[config.mk]
export PLATFORM = sky130hd
export DESIGN_NAME = tl_lamp_sequencer
export DESIGN_NICKNAME = d
export VERILOG_FILES = /design/src/rtl/tl_pkg.sv /design/src/rtl/tl_interval_timer.sv /design/src/rtl/tl_lamp_sequencer.sv
export SDC_FILE = /design/constraint.sdc
export NUM_CORES = 1
export LEC_CHECK = 0
export ABC_AREA = 1
export BUFFER_PORTS_ARGS = -buffer_cell sky130_fd_sc_hd__buf_2
export CAP_MARGIN = 20
export CELL_PAD_IN_SITES_DETAIL_PLACEMENT = 0
export CELL_PAD_IN_SITES_GLOBAL_PLACEMENT = 1
export CORE_AREA = 2 2 59 61
export CTS_CLUSTER_DIAMETER = 200
export DETAILED_ROUTE_END_ITERATION = 8
export DIE_AREA = 0 0 61 63
export HOLD_SLACK_MARGIN = 0.02
export PLACE_DENSITY_LB_ADDON = 0.3
export SYNTH_ARGS = -nofsm -noshare
export SYNTH_HDL_FRONTEND = slang
export SYNTH_HIERARCHICAL = 1
export SYNTH_SLANG_ARGS = --single-unit
export TNS_END_PERCENT = 1
[constraint.sdc]
create_clock -name clk -period 2.7 [get_ports clk]
set_input_delay 0.54 -clock clk [delete_from_list [all_inputs] [get_ports clk]]
set_output_delay 0.54 -clock clk [all_outputs]
set_load 0.01 [all_outputs]
[src/rtl/tl_pkg.sv]
// tl_pkg: shared state encoding, road indices and request decode helpers
package tl_pkg;
  typedef enum logic [1:0] {S_CLEAR, S_GREEN, S_YELLOW, S_FAULT} state_t;
  localparam logic [1:0] MR1 = 2'd0;
  localparam logic [1:0] MR2 = 2'd1;
  localparam logic [1:0] MR3 = 2'd2;
  function automatic logic [1:0] popcount3(input logic [2:0] v);
    return 2'(v[0]) + 2'(v[1]) + 2'(v[2]);
  endfunction
  function automatic logic [1:0] oh3_to_idx(input logic [2:0] v);
    return v[2] ? MR3 : v[1] ? MR2 : MR1;
  endfunction
  function automatic logic [2:0] idx_to_oh3(input logic [1:0] i);
    return 3'b001 << i;
  endfunction
endpackage

[src/rtl/tl_interval_timer.sv]
// tl_interval_timer: tick-enabled up counter that clears on demand and saturates at a terminal count
module tl_interval_timer #(
  parameter int CNT_W = 4
) (
  input  logic             clk,
  input  logic             reset,
  input  logic             clr,
  input  logic             en,
  input  logic [CNT_W-1:0] term,
  output logic             at_term
);
  logic [CNT_W-1:0] cnt_q, cnt_d;
  assign at_term = cnt_q == term;
  // clear wins; otherwise count on enable until the terminal value is reached
  always_comb cnt_d = clr ? '0 : (en && !at_term) ? cnt_q + 1'b1 : cnt_q;
  // counter register
  always_ff @(posedge clk) cnt_q <= reset ? '0 : cnt_d;
endmodule

[src/rtl/tl_lamp_sequencer.sv]
// tl_lamp_sequencer: turns per-road green requests into lamp drive with yellow, all-red and min-green; TL_FAULT_FLASH_EN selects flashing-yellow fault lamps
module tl_lamp_sequencer
  import tl_pkg::*;
#(
  parameter int YELLOW_CYC = 3,
  parameter int ALLRED_CYC = 2,
  parameter int MIN_GREEN  = 4,
  parameter int CNT_W      = 4
) (
  input  logic       clk,
  input  logic       reset,
  input  logic       tick,
  input  logic [2:0] req_g,
  input  logic       fault_clr,
  output logic [2:0] red_mr,
  output logic [2:0] yellow_mr,
  output logic [2:0] green_mr,
  output logic       fault,
  output logic       busy
);
  localparam logic [CNT_W-1:0] Y_T  = CNT_W'(YELLOW_CYC - 1);
  localparam logic [CNT_W-1:0] AR_T = CNT_W'(ALLRED_CYC - 1);
  localparam logic [CNT_W-1:0] MG_T = CNT_W'(MIN_GREEN - 1);
  state_t     state_q, state_d;
  logic [1:0] road_q, road_d;
  logic       met_q, met_d;
  logic [2:0] red_q, red_d, yel_q, yel_d, grn_q, grn_d;
  logic       fault_q, fault_d, busy_q, busy_d;
  logic       t_clr, at_term, done_tick, multi, one_hot;
  logic [CNT_W-1:0] t_term;
`ifdef TL_FAULT_FLASH_EN
  logic [2:0] pre_q, pre_d;
  logic       flash_q, flash_d;
`endif
  assign multi     = popcount3(req_g) > 2'd1;
  assign one_hot   = popcount3(req_g) == 2'd1;
  assign t_term    = state_q == S_GREEN ? MG_T : state_q == S_YELLOW ? Y_T : AR_T;
  assign done_tick = tick && at_term;
  tl_interval_timer #(.CNT_W(CNT_W)) u_timer (
    .clk    (clk),
    .reset  (reset),
    .clr    (t_clr),
    .en     (tick),
    .term   (t_term),
    .at_term(at_term)
  );
  // state, road, met and registered lamp outputs
  always_ff @(posedge clk) begin
    if (reset) begin
      state_q <= S_CLEAR;
      road_q  <= MR1;
      met_q   <= 1'b0;
      red_q   <= 3'b111;
      yel_q   <= 3'b000;
      grn_q   <= 3'b000;
      fault_q <= 1'b0;
      busy_q  <= 1'b0;
`ifdef TL_FAULT_FLASH_EN
      pre_q   <= 3'd0;
      flash_q <= 1'b1;
`endif
    end else begin
      state_q <= state_d;
      road_q  <= road_d;
      met_q   <= met_d;
      red_q   <= red_d;
      yel_q   <= yel_d;
      grn_q   <= grn_d;
      fault_q <= fault_d;
      busy_q  <= busy_d;
`ifdef TL_FAULT_FLASH_EN
      pre_q   <= pre_d;
      flash_q <= flash_d;
`endif
    end
  end
  // next state: conflicts override everything; in CLEAR met remembers that clearance finished
  always_comb begin
    state_d = state_q;
    road_d  = road_q;
    met_d   = met_q;
    t_clr   = 1'b0;
    if (multi) begin
      state_d = S_FAULT;
      met_d   = 1'b0;
      t_clr   = 1'b1;
    end else begin
      case (state_q)
        S_CLEAR: begin
          met_d = met_q || done_tick;
          if (met_d && one_hot) begin
            state_d = S_GREEN;
            road_d  = oh3_to_idx(req_g);
            met_d   = 1'b0;
            t_clr   = 1'b1;
          end
        end
        S_GREEN: begin
          met_d = met_q || done_tick;
          if (met_d && req_g != idx_to_oh3(road_q)) begin
            state_d = S_YELLOW;
            t_clr   = 1'b1;
          end
        end
        S_YELLOW: begin
          if (done_tick) begin
            state_d = S_CLEAR;
            met_d   = 1'b0;
            t_clr   = 1'b1;
          end
        end
        default: begin
          if (fault_clr) begin
            state_d = S_CLEAR;
            met_d   = 1'b0;
            t_clr   = 1'b1;
          end
        end
      endcase
    end
  end
  // lamp decode from the next state; busy only for CLEAR reached through YELLOW
  always_comb begin
    grn_d   = state_d == S_GREEN ? idx_to_oh3(road_d) : 3'b000;
    yel_d   = state_d == S_YELLOW ? idx_to_oh3(road_d) : 3'b000;
    red_d   = ~(grn_d | yel_d);
    fault_d = state_d == S_FAULT;
    busy_d  = state_d == S_YELLOW ||
              (state_d == S_CLEAR && (state_q == S_YELLOW || (state_q == S_CLEAR && busy_q)));
`ifdef TL_FAULT_FLASH_EN
    pre_d   = state_q != S_FAULT ? 3'd0 : tick ? pre_q + 3'd1 : pre_q;
    flash_d = state_q != S_FAULT ? 1'b1 : (tick && pre_q == 3'd7) ? ~flash_q : flash_q;
    red_d   = fault_d ? 3'b000 : red_d;
    yel_d   = fault_d ? {3{flash_d}} : yel_d;
`else
    red_d   = fault_d ? 3'b111 : red_d;
`endif
  end
  assign red_mr    = red_q;
  assign yellow_mr = yel_q;
  assign green_mr  = grn_q;
  assign fault     = fault_q;
  assign busy      = busy_q;
endmodule

==> flow_results.org <==
** Placement
- HPWL after detailed placement :: 1870 um
- Placed instance area :: 1350 um^2
- Routability congestion estimate :: 0.844
- Port buffering added 17 buffers.

** Worst hold path
- Worst hold path startpoint :: met_q$_SDFFE_PP0P_
- Hold Crit Class :: register to register

** Pwr
- In this run switching power makes up 28.7% of total power.
- Proportion of power drawn by flip-flops and latches :: 44.0%
- Clock power frac :: 34.5%
- Cell internal power was estimated by the tool at 517 uW.
- Leakage power :: 0.000710 uW
- IR drop worst, VDD :: 298 uV
- The analysis attributes to net switching a power of 208 uW.
- Part of the total power dissipated in combinational logic :: 21.5%
- For this design the ratio of total power to cell area is 514 nW/um^2.

** Yosys
- Leading cell types by total area after synthesis :: dfxtp_1, nand2_1, inv_1
- nand2_1 is the most common cell in the netlist.
- Mean Syn Cell Area :: 6.77 um^2
- The largest total area in the synthesized netlist belongs to dfxtp_1.
- Of all flip-flops after synthesis, the portion carrying an async set or reset was 0%.
- The share of the Yosys chip area taken by registers is 33.4%.
- Number of distinct library cells after synthesis :: 28
- By count the netlist is led by nand2_1, inv_1, nor2_1.
- Area fraction of the dominant cell type after synthesis :: 33.4%
- Yosys warning count :: 6
- Among all flip-flop cells after synthesis, the most frequent one is dfxtp_1.
- Number of enable-type register cells in the synthesized netlist :: 0
- Cell Area, Synth :: 1200 um^2
- Number of standard cells after synthesis :: 177
- #FFs+latches synth :: 20

** Timing
- Adding up every negative setup slack in the final design gives 0 ns.
- Final setup violating endpoints :: 0
- Hold is met by 0.491 ns.
- Final critical-path required period :: 2.38 ns
- Max-slew violation total from the final report :: 0
- Clock skew on the completed layout was measured at 0.00120 ns.
- Of the available clock period, the critical path in the final layout requires 88.3%.
- Fmax :: 419 MHz
- RSZ-0062 raised after global routing :: false
- The number of endpoints with negative hold slack in the final report was 0.

** Clocking
- TritonCTS built the clock tree.
- Maximum clock insertion buffer count :: 2
- The clock drives 20 sinks.
- Clock latency on the worst-skew pair, taken at its later pin, is 0.31 ns.
- The root buffer cell chosen for the clock tree is clkbuf_4.
- Maximum level of the CTS H-tree :: 1
- Worst-path clk slew :: 0.12 ns
- Cts bufs inserted :: 3

** Critical path
- Together, buffers and inverters on the worst path number 4.
- CP peak stage delay :: 0.38 ns
- The most critical setup path has its startpoint at state_q[0]$_SDFF_PP0_.
- By startpoint and endpoint, the worst setup path is classified as register to register.
- Reg-to-reg startpoint :: state_q[0]$_SDFF_PP0_
- Worst path most repeated cell :: nand2_1
- Largest driver fanout on the critical path :: 4
- Kind of launch point of the worst setup path :: register
- The worst setup path is captured at a register.
- The cell family contributing the most delay on the critical path is simple AND/OR/NAND/NOR gates.
- Traced cell by cell, the critical path runs through inv_1 -> ha_1 -> inv_1 -> nand2_1 -> nand2_1 -> nor2_1 -> nand2_2 -> inv_1 -> nand2_1 -> nand2_2 -> nand2_2 -> nor2_4 -> nand2_2 -> o22ai_2 -> nand2_1 -> clkinv_1 -> nand3_1 -> nand2_1 -> nand2_1.
- Arr. time, crit path :: 2.59 ns
- At the worst endpoint, the required time is 2.91 ns.
- The largest individual stage delay along the critical path comes from the cell dfxtp_2.

** Finish
- Cells with a size suffix above 1 make up 21.4% of the layout.
- After routing the design area is 1410 um^2.
- Counting the fill cells in the layout gives 339.
- The area growth from synthesis to layout is 17.7%.
- In the final design database the tool counted 216 nets.
- Cells fill 43.7% of the core in the end.
- Diodes inserted :: 0

** Drt
- After detailed routing, the number of remaining DRC violations is 0.
- The pre-antenna-repair detailed-routing pass consisted of 4 iterations.
- The routed layout has 1106 vias.
- Number of nets with antenna violations after detailed routing :: 0
- Vias per inst :: 4.48
- Initial detailed-routing violation count :: 43
- Post-Route WL :: 2440 um
- Avg WL per Cell :: 9.87 um

** Global routing
- Wire length of the first global-routing pass :: 4440 um
- Congestion Overflow GR :: 0
- Initial antenna violation count :: 0
- Entering global routing, the biggest net connects 15 pins.
- Global routing used 15.0% of the available tracks across all layers.
- Via count of the first global-routing pass :: 1077

** Floorplanning
- The floorplan step set the die height to 63 um.
- 18 I/O pins were placed.
- Row generation in the floorplan step produced 21 rows.
- After floorplanning, the core was sized to cover 3230 um^2.
- Die outline area :: 3840 um^2
- The floorplan step set the die width to 61 um.
- Initial Util :: 37.1%

** Flow run
- The tool flagged a number of max-cap violations equal to 0.

** Status
- The run finished with clean final reports.
[per-layer routing]
layer / global-route usage, % / part of all wire, % / vias up
li1: - / - / 586
met1: 17.3 / 46 / 503
met2: 25.4 / 50 / 12
met3: 3.93 / 2.3 / 5
met4: 6.25 / 1.4 / 0
met5: 0 / 0 / -
[kinds of logic after synthesis]
kind of cell	Yosys count	synth area share (%)
AOI/OAI and AO/OA	17	10.2
adders and majority gates	7	7.93
buffers and inverters	34	10.6
DFF	20	33.4
other	1	0.313
and+or+nand+nor	98	37.5
[what timing repair did]
item	4_1_cts	5_1_grt
hold buffers	0	0
gates resized for setup	0	2
endpoints found under the setup margin	0	12
buffers inserted	0	1
[layout make-up]
class | count | area, um^2 | share of cell area (%)
Clock inverter | 1 | 30.0 | 2.13
Sequential cell | 20 | 403 | 28.5
Multi-Input combinational cell | 126 | 682 | 48.3
Inverter | 33 | 124 | 8.78
Clock buffer | 3 | 22.5 | 1.60
Timing Repair Buffer | 18 | 92.6 | 6.56
Tap cell | 46 | 57.6 | 4.08
[registers in the layout, summed over array words and instances, names as in the netlist]
name           count
busy               1
green_mr           3
yellow_mr          3
met_q              1
state_q            2
road_q             2
u_timer/cnt_q      4
red_mr             3
fault              1
[stage by stage]
step | total power [uW] | cells | worst slack, ns
2_1_floorplan | 442 | 180 | 0.488
3_3_place_gp | 479 | 242 | 0.220
3_5_place_dp | 479 | 242 | 0.164
4_1_cts | 733 | 246 | 0.145
5_1_grt | 772 | 247 | 0.0297
6_report | 725 | 247 | 0.316
[path summary, 6_finish.rpt]
check	to	slack (ns)	depth (start not counted)
worst max-delay path	red_mr[1]$_SDFF_PP1_	0.32	19
worst min-delay path	met_q$_SDFFE_PP0P_	0.49	2
worst max register to register	red_mr[1]$_SDFF_PP1_	0.32	19
worst min register to register	met_q$_SDFFE_PP0P_	0.49	2
[worst min-delay path, delay by kind of cell, from the launching register on]
family | cells | cell delay (ns)
DFF | 1 | 0.32
AOI/OAI and AO/OA | 1 | 0.07
buffers and inverters | 1 | 0.07
[power groups by stage]
stage	clock network, uW	registers, uW	logic [uW]
3_5_place_dp	0	325	155
4_1_cts	258	318	156
3_3_place_gp	0	325	154
6_report	250	319	156
5_1_grt	270	321	181
2_1_floorplan	0	327	115
[cells in the final DEF (no fill, tap or decap), types with 2 or more instances in the layout]
master and count:
a21oi_1 8, buf_2 17, clkbuf_4 3, conb_1 4, dfxtp_1 18, dfxtp_2 2, ha_1 6, inv_1 28
inv_2 4, nand2_1 47, nand2_2 6, nand3_1 17, nor2_1 21, nor2_4 2
Power figures use the tool's default switching activity.
